### src/rtl/i2s_fpga_pkg.sv
// Shared types and opcodes for the SPI command sequencer.
//   ctrl_state_t : sequencer FSM state encoding
//   OP_*         : host opcodes, the first byte of every chip-select frame
package i2s_fpga_pkg;

    typedef enum logic [2:0] {
        StIdle,
        StCmd,
        StLen,
        StFetch,
        StLoad,
        StStream,
        StWait,
        StRst
    } ctrl_state_t;

    localparam logic [7:0] OP_STATUS   = 8'h01;
    localparam logic [7:0] OP_READ_N   = 8'h02;
    localparam logic [7:0] OP_START    = 8'h03;
    localparam logic [7:0] OP_STOP     = 8'h04;
    localparam logic [7:0] OP_SOFT_RST = 8'hA5;

endpackage

### src/rtl/pulse_stretch.sv
// Turns a 1-cycle start strobe into a pulse exactly PULSE_LEN cycles long.
//   clk, rst_n : clock, asynchronous active-low reset
//   start      : 1-cycle trigger; pulse rises on the following cycle
//   pulse      : high for PULSE_LEN consecutive cycles
//   last       : high during the final cycle of the pulse
module pulse_stretch #(
    parameter int unsigned PULSE_LEN = 16
) (
    input  logic clk,
    input  logic rst_n,
    input  logic start,
    output logic pulse,
    output logic last
);

    localparam int unsigned CW = $clog2(PULSE_LEN + 1);

    logic [CW-1:0] cnt_q, cnt_d;

    always_comb begin
        cnt_d = cnt_q;
        if (start) begin
            cnt_d = CW'(PULSE_LEN);
        end else if (cnt_q != '0) begin
            cnt_d = cnt_q - CW'(1);
        end
    end

    always_ff @(posedge clk or negedge rst_n) begin
        if (!rst_n) begin
            cnt_q <= '0;
        end else begin
            cnt_q <= cnt_d;
        end
    end

    assign pulse = (cnt_q != '0);
    assign last  = (cnt_q == CW'(1));

endmodule

### src/rtl/spi_cmd_ctrl.sv
// Command sequencer between the SPI slave byte interface and the sample FIFO.
// Decodes the first byte of each chip-select frame and gates capture, returns
// a status byte, streams N FIFO bytes, or issues a soft-reset pulse.
//   clk, rst_n             : clock, asynchronous active-low reset
//   cs_active              : synchronised SPI chip select
//   rx_valid, rx_data      : received byte strobe and data
//   tx_data, tx_load       : next byte to shift out and its 1-cycle load strobe
//   fifo_rd_en             : FIFO pop, data valid one cycle later on fifo_rd_data
//   fifo_empty/full/level  : FIFO status inputs
//   capture_en             : I2S capture enable
//   soft_rst_o             : datapath soft reset, RST_PULSE cycles long
//   underrun               : sticky, stream hit an empty FIFO; cleared by STATUS
module spi_cmd_ctrl
    import i2s_fpga_pkg::*;
#(
    parameter int unsigned CNT_W     = 6,
    parameter int unsigned RST_PULSE = 16,
    parameter logic [7:0]  PAD_BYTE  = 8'h00
) (
    input  logic             clk,
    input  logic             rst_n,
    input  logic             cs_active,
    input  logic             rx_valid,
    input  logic [7:0]       rx_data,
    output logic [7:0]       tx_data,
    output logic             tx_load,
    output logic             fifo_rd_en,
    input  logic [7:0]       fifo_rd_data,
    input  logic             fifo_empty,
    input  logic             fifo_full,
    input  logic [CNT_W-1:0] fifo_level,
    output logic             capture_en,
    output logic             soft_rst_o,
    output logic             underrun
);

    ctrl_state_t state_q, state_d;
    logic [8:0]  remaining_q, remaining_d;  // 9 bits so a count byte of 0 means 256
    logic [7:0]  tx_data_q, tx_data_d;
    logic        tx_load_q, tx_load_d;
    logic        capture_q, capture_d;
    logic        underrun_q, underrun_d;
    logic        cs_prev_q;
    logic        rst_start, rst_last;

    pulse_stretch #(
        .PULSE_LEN(RST_PULSE)
    ) u_pulse_stretch (
        .clk  (clk),
        .rst_n(rst_n),
        .start(rst_start),
        .pulse(soft_rst_o),
        .last (rst_last)
    );

    always_comb begin
        state_d     = state_q;
        remaining_d = remaining_q;
        tx_data_d   = tx_data_q;
        tx_load_d   = 1'b0;
        capture_d   = capture_q;
        underrun_d  = underrun_q;
        rst_start   = 1'b0;
        fifo_rd_en  = 1'b0;

        // Dropping cs aborts any frame except a soft reset already in flight;
        // a byte arriving in the same cycle is ignored.
        if (!cs_active && state_q != StIdle && state_q != StRst) begin
            state_d = StIdle;
        end else begin
            unique case (state_q)
                StIdle: begin
                    if (cs_active && !cs_prev_q) state_d = StCmd;
                end
                StCmd: begin
                    if (rx_valid) begin
                        state_d = StWait;
                        case (rx_data)
                            OP_STATUS: begin
                                tx_data_d  = 8'({fifo_full, fifo_empty, fifo_level});
                                tx_load_d  = 1'b1;
                                underrun_d = 1'b0;
                            end
                            OP_READ_N:   state_d = StLen;
                            OP_START:    capture_d = 1'b1;
                            OP_STOP:     capture_d = 1'b0;
                            OP_SOFT_RST: begin
                                capture_d = 1'b0;
                                rst_start = 1'b1;
                                state_d   = StRst;
                            end
                            default: ;
                        endcase
                    end
                end
                StLen: begin
                    if (rx_valid) begin
                        remaining_d = (rx_data == 8'd0) ? 9'd256 : {1'b0, rx_data};
                        state_d     = StFetch;
                    end
                end
                StFetch: begin
                    if (!fifo_empty) begin
                        fifo_rd_en = 1'b1;
                        state_d    = StLoad;
                    end else begin
                        tx_data_d  = PAD_BYTE;
                        tx_load_d  = 1'b1;
                        underrun_d = 1'b1;
                        state_d    = StStream;
                    end
                end
                StLoad: begin
                    tx_data_d = fifo_rd_data;
                    tx_load_d = 1'b1;
                    state_d   = StStream;
                end
                StStream: begin
                    if (rx_valid) begin
                        remaining_d = remaining_q - 9'd1;
                        state_d     = (remaining_q == 9'd1) ? StWait : StFetch;
                    end
                end
                StWait: ;
                StRst: begin
                    if (rst_last) state_d = StWait;
                end
            endcase
        end
    end

    always_ff @(posedge clk or negedge rst_n) begin
        if (!rst_n) begin
            state_q     <= StIdle;
            remaining_q <= 9'd0;
            tx_data_q   <= 8'h00;
            tx_load_q   <= 1'b0;
            capture_q   <= 1'b0;
            underrun_q  <= 1'b0;
            cs_prev_q   <= 1'b0;
        end else begin
            state_q     <= state_d;
            remaining_q <= remaining_d;
            tx_data_q   <= tx_data_d;
            tx_load_q   <= tx_load_d;
            capture_q   <= capture_d;
            underrun_q  <= underrun_d;
            cs_prev_q   <= cs_active;
        end
    end

    assign tx_data    = tx_data_q;
    assign tx_load    = tx_load_q;
    assign capture_en = capture_q;
    assign underrun   = underrun_q;

endmodule

### config.mk
export PLATFORM = sky130hd
export DESIGN_NAME = spi_cmd_ctrl
export DESIGN_NICKNAME = d
export VERILOG_FILES = /design/src/rtl/i2s_fpga_pkg.sv /design/src/rtl/pulse_stretch.sv /design/src/rtl/spi_cmd_ctrl.sv
export SDC_FILE = /design/constraint.sdc
export NUM_CORES = 1
export LEC_CHECK = 0
export CORE_MARGIN = 8
export CORE_UTILIZATION = 50
export CTS_BUF_LIST = sky130_fd_sc_hd__clkbuf_16
export DETAILED_ROUTE_END_ITERATION = 10
export PLACE_DENSITY = 0.81
export RECOVER_POWER = 100
export SLEW_MARGIN = 20
export SYNTH_ARGS = -nofsm -noshare
export SYNTH_HDL_FRONTEND = slang
export SYNTH_SLANG_ARGS = --single-unit
export TNS_END_PERCENT = 30
### constraint.sdc
create_clock -name clk -period 2.3 [get_ports clk]
set_clock_uncertainty 0.1 [all_clocks]
set_input_delay 0.46 -clock clk [delete_from_list [all_inputs] [get_ports clk]]
set_output_delay 0.46 -clock clk [all_outputs]
set_load 0.05 [all_outputs]
# After elaboration in Yosys (flattened, before gate mapping)
# Index checks and enable logic that the tools add are counted.
# op_classes
mul	0
n_bitwise	1
div_mod_pow	0
n_shift	0
n_reduce_logical	21
n_lt_le_gt_ge	0
muxes	37
eq_ne	24
n_addsub	2
# op_table
op	n
$mux W9	3
$mux W8	3
$pmux W8 S3	1
$mux W3	7
$pmux W3 S7	1
$ne A3 B3 Y1 const B	6
$pmux W9 S2	1
$eq A8 B2 Y1 const B	2
$mux W1	15
$mux W5	2
$reduce_and A5 Y1	2
$eq A3 B3 Y1 const B	3
$eq A9 B1 Y1 const B	1
$sub A9 B1 Y9 const B	1
$eq A8 B1 Y1 const B	1
$eq A8 B3 Y1 const B	1
$eq A8 B8 Y1 const B	1
$logic_not A8 Y1	1
$ne A2 B2 Y1 const B	4
$reduce_and A4 Y1	2
$reduce_bool A2 Y1	4
$reduce_bool A8 Y1	1
$eq A3 B2 Y1 const B	2
$pmux W3 S2	1
other kinds (14)	19
# word_totals
mem_bits_ro	0
output_inout_bits	13
input_bits	28
ramBits	0
mem_count	0
reg_bits	29
latchBits	0
wordCells	93

# Depth between registers and ports, before layout
# depth
ltp_word	6
mapped_depth	7
ltp_nobuf	6

# Cells and area by module
# Synthesis repeated with hierarchy kept, for this count alone.
# unflattened
hier_cells	214
hier_area_um2	1916.8
# modules_own_cells
module	seq_area_each_um2	area_per_inst_um2	n_inst	cells_each
spi_cmd_ctrl	600.6	1636.6	1	187
pulse_stretch	125.1	280.3	1	27

# Worst setup path before layout
# No wires, ideal clock.
# synth_path
path_kind	register to output
from	register state_q[1]
to	output fifo_rd_en
t_arrival_ns	1.950
required_time_ns	1.740
slack_ns	-0.210
path_buffers	2
stages_incl_launch_ff	4
cell_sequence	dfrtp_1 buf_2 buf_2 nor3b_1
# synth_via
elab_chain_len	4
elab_cells_between_ends	7
classes_between	eq/ne: 2; mux: 2; reduce/logical: 3
# synth_rtl
element	line	rtl
from (decl)	spi_cmd_ctrl.sv:37	ctrl_state_t state_q, state_d;
from (signal assigned)	spi_cmd_ctrl.sv:134	state_q <= StIdle;
from (signal assigned)	spi_cmd_ctrl.sv:142	state_q <= state_d;
$reduce_bool A3 Y1	spi_cmd_ctrl.sv:68	if (!cs_active && state_q != StIdle && state_q != StRst) begin
$logic_and A1 B1 Y1 (2 in a row)	spi_cmd_ctrl.sv:68	
$mux W1 *	spi_cmd_ctrl.sv:68	
to (decl)	spi_cmd_ctrl.sv:27	output logic fifo_rd_en,
# Mark *: on every way between the ends. The rest lies on a longest branch, timed or not.

# Final worst setup path
# layout_path
from	input rx_data[3]
to	register tx_data_q[4], in the netlist tx_data[4]
# layout_via
elab_chain_len	3
# layout_rtl
element	line	rtl
from (decl)	spi_cmd_ctrl.sv:24	input logic [7:0] rx_data,
$eq A8 B1 Y1	spi_cmd_ctrl.sv:78	case (rx_data)
$ne A2 B1 Y1 (no source line)	n/a	
$reduce_and A5 Y1 (no source line)	n/a	
to (signal assigned)	spi_cmd_ctrl.sv:144	tx_data_q <= tx_data_d;
to (decl)	spi_cmd_ctrl.sv:39	logic [7:0] tx_data_q, tx_data_d;
# Every way passes these cells.
# A chain may end at the register's enable or synchronous reset.

==> summary.md <==
| Metric | Value |
|---|---|
| Peak supply drop | 0.832 mV |
| WP buf/inv | 2 |
| Max Buffers Root-to-Sink | 2 |
| Distinct cell type count after synthesis | 54 |
| Die Area | 0.00583 sq mm |
| Hold Fails Final Rpt | 0 |
| Post-Syn Nets | 228 |
| Vias per std cell | 5.67 |
| Number of synthesized register bits | 29 |
| # IOs | 41 |
| DIE WIDTH | 76.3 um |
| Mapped Area | 0.00182 sq mm |
| Worst R2R Start | remaining_q[1] |
| Final period util | 95.6% |
| Slew margin rel. | 50.1% |
| Core Region | 0.00358 sq mm |
| TritonCTS clock tree | done |
| Post-synth top flop | dfrtp_1 |
| Synth warnings | 0 |
| Setup violators final | 0 |
| Max-slew violation count | 0 |
| Mean post-synth cell area | 9.34 sq um |
| Pin count of the biggest net entering global routing | 30 |
| RSZ-0062 raised after global routing | no |
| Ys async rst share | 100% |
| Clk sink count | 29 |
| Layout net count | 285 |
| Vias in the first global route | 1835 |
| Pre-antenna DRT Iters | 4 |
| Global route overflow | 0 |
| Worst Setup End Kind | register |
| Worst Setup SP | rx_data[3] |
| Crit path cell chain | clkdlybuf4s50_1 -> nor4_1 -> buf_4 -> nand3_1 -> o22ai_4 -> mux2_2 |
| Hold WS | 0.395 ns |
| Pwr Density | 1240 mW/mm^2 |
| Max FO, Critical Path | 9 |
| Routed WL | 4550 um |
| WP data arrival | 2.25 ns |
| Initial antenna violation count | 0 |
| MaxCap Viol Count | 0 |
| Register area | 726 sq um |
| Post-CTS Setup Bufs | 0 |
| Mapped Cells | 195 |
| Worst path slowest cell | clkdlybuf4s50_1 |
| DRT antenna net count | 0 |
| HPWL after DPL | 3410 um |
| Per-cell routed wire length | 15.1 um |
| PnR worst setup slack | 0.101 ns |
| Status | complete, no violations |
| HP Start | tx_data[3] |
| WP data required | 2.36 ns |
| Critical path type | input pin to register |
| Power Total | 0.00316 W |
| Global-route wire length before repair | 7980 um |
| Register area share after synthesis | 39.9% |
| Clock Tree Root | clkbuf_16 |
| GPL Wtd Cong | 0.881 |
| Buffers on Ports | 40 |
| Total CTS buffers | 5 |
| DR iter-0 viols | 74 |
| Dpl ws | -0.210 ns |
| Setup TNS | 0 ns |
| Number of synthesized flops with an enable pin | 0 |
| Fmax | 455 MHz |
| DRC violations left | 0 |
| Layout cells sized above 1 | 17.4% |
| Filler cells | 296 |
| Multi-input logic area | 0.00103 sq mm |
| Worst setup SP type | input pin |
| Layout Area Growth over Synthesis | 39.9% |
| Skew-Pair Late Insertion Delay | 0.27 ns |
| Layout Cell Area excl Fill | 0.00255 sq mm |
| Worst Hold Class | register to register |
| Initial Utilization | 50.9% |
| Worst slew pin tran | 0.748 ns |
| H-tree depth | 2 |
| GRT Total Usage | 16.5% |
| Ant. Diodes | 0 |
| Clock slew at reported path FFs | 0.05 ns |
| Slowest cell delay on critical path | 0.44 ns |
| Detailed-route via count | 1707 |
| Lkg Pwr | 1.09 nW |
| CP delay by family, top | buffers and inverters |
| Chip height | 76.3 um |
| Placed inst area | 0.00239 sq mm |
| Floorplan row count | 22 |
| Min Tclk post-route | 2.20 ns |
## state kept, by name, summed over array words and instances (netlist names)
register,count
underrun,1
u_pulse_stretch.cnt_q,5
tx_data,8
capture_en,1
cs_prev_q,1
tx_load,1
remaining_q,9
state_q,3
## cell usage after synthesis, types with 2 or more instances
| master | instances | area (sq um) |
|---|---|---|
| nor3b_1 | 4 | 30.0 |
| a31oi_1 | 4 | 25.0 |
| nor4_1 | 3 | 18.8 |
| a22o_1 | 8 | 70.1 |
| nor2_1 | 16 | 60.1 |
| dfrtp_1 | 29 | 726 |
| o22ai_1 | 2 | 12.5 |
| nor2b_1 | 3 | 18.8 |
| mux2_2 | 9 | 101 |
| a2bb2oi_1 | 2 | 17.5 |
| o21ai_0 | 19 | 95.1 |
| nand2b_1 | 2 | 12.5 |
| a211oi_1 | 2 | 15.0 |
| or4b_1 | 2 | 20.0 |
| nand3_1 | 7 | 35.0 |
| ha_1 | 5 | 62.6 |
| nand2_1 | 12 | 45.0 |
| or2_2 | 2 | 12.5 |
| a21oi_1 | 11 | 55.1 |
| buf_2 | 7 | 35.0 |
| inv_1 | 8 | 30.0 |
| nor3_1 | 6 | 30.0 |
## through the flow
stage	util (%)	instances
after CTS	71.5	301
final	71.2	301
after detailed placement	66.8	293
after floorplan	-	195
after global placement	66.8	293
after global routing	71.2	301
## layout by cell type, fill, tap and decap left out, drive strengths merged, types with 5 or more instances in the layout
cell	n
a21oi	11
nor3	6
a22o	8
nand2	12
nand3	7
clkbuf	9
inv	9
dlygate4sd3	12
clkdlybuf4s50	26
dfrtp	29
mux2	9
nor2	16
buf	17
ha	5
nor3b	5
o21ai	20
## final timing paths
check                                 endpoint  cells after the start  slack (ns)
worst max-delay path                tx_data[4]                      6        0.10
worst min-delay path                tx_data[3]                      1        0.40
worst max register to register      state_q[0]                      6        0.31
worst min register to register      tx_data[3]                      1        0.40
max in group asynchronous       remaining_q[6]                      2        0.93
min in group asynchronous       remaining_q[2]                      2        0.68
## cell families (layout without fill, tap and decap cells)
family / count (synthesis) / after routing / synth area share, %
xor+xnor: 2 / 2 / 0.962
buf+inv: 17 / 75 / 4.19
compound gates: 61 / 61 / 22.8
flops: 29 / 29 / 39.9
fa+ha+maj: 5 / 5 / 3.44
mux: 10 / 10 / 6.12
simple gates: 71 / 71 / 22.6
## cell type report
| class | instances | share of cell area, % |
|---|---|---|
| Multi-Input combinational cell | 149 | 40.3 |
| Clock buffer | 5 | 4.91 |
| Inverter | 8 | 1.18 |
| Timing Repair Buffer | 59 | 21.2 |
| Sequential cell | 29 | 28.5 |
| Tap cell | 48 | 2.36 |
| Clock inverter | 3 | 1.47 |
## layer usage
metal	track usage (%)	up-vias	wire [um]
li1	-	841	-
met1	17.6	808	1980
met2	28.1	51	2230
met3	7.43	7	297
met4	5.77	0	49
met5	0	-	0
## report_power, final
group	total, W	internal [W]	switching [W]
Sequential	0.000940	0.000731	0.000209
Clock	0.000721	0.000502	0.000220
Combinational	0.00150	0.000639	0.000859
## timing repair
action / 4_1_cts / 5_1_grt
gates resized for setup: 2 / 0
setup endpoints to repair: 1 / 0
hold buffers: 0 / 0
Power figures use the tool's default switching activity.
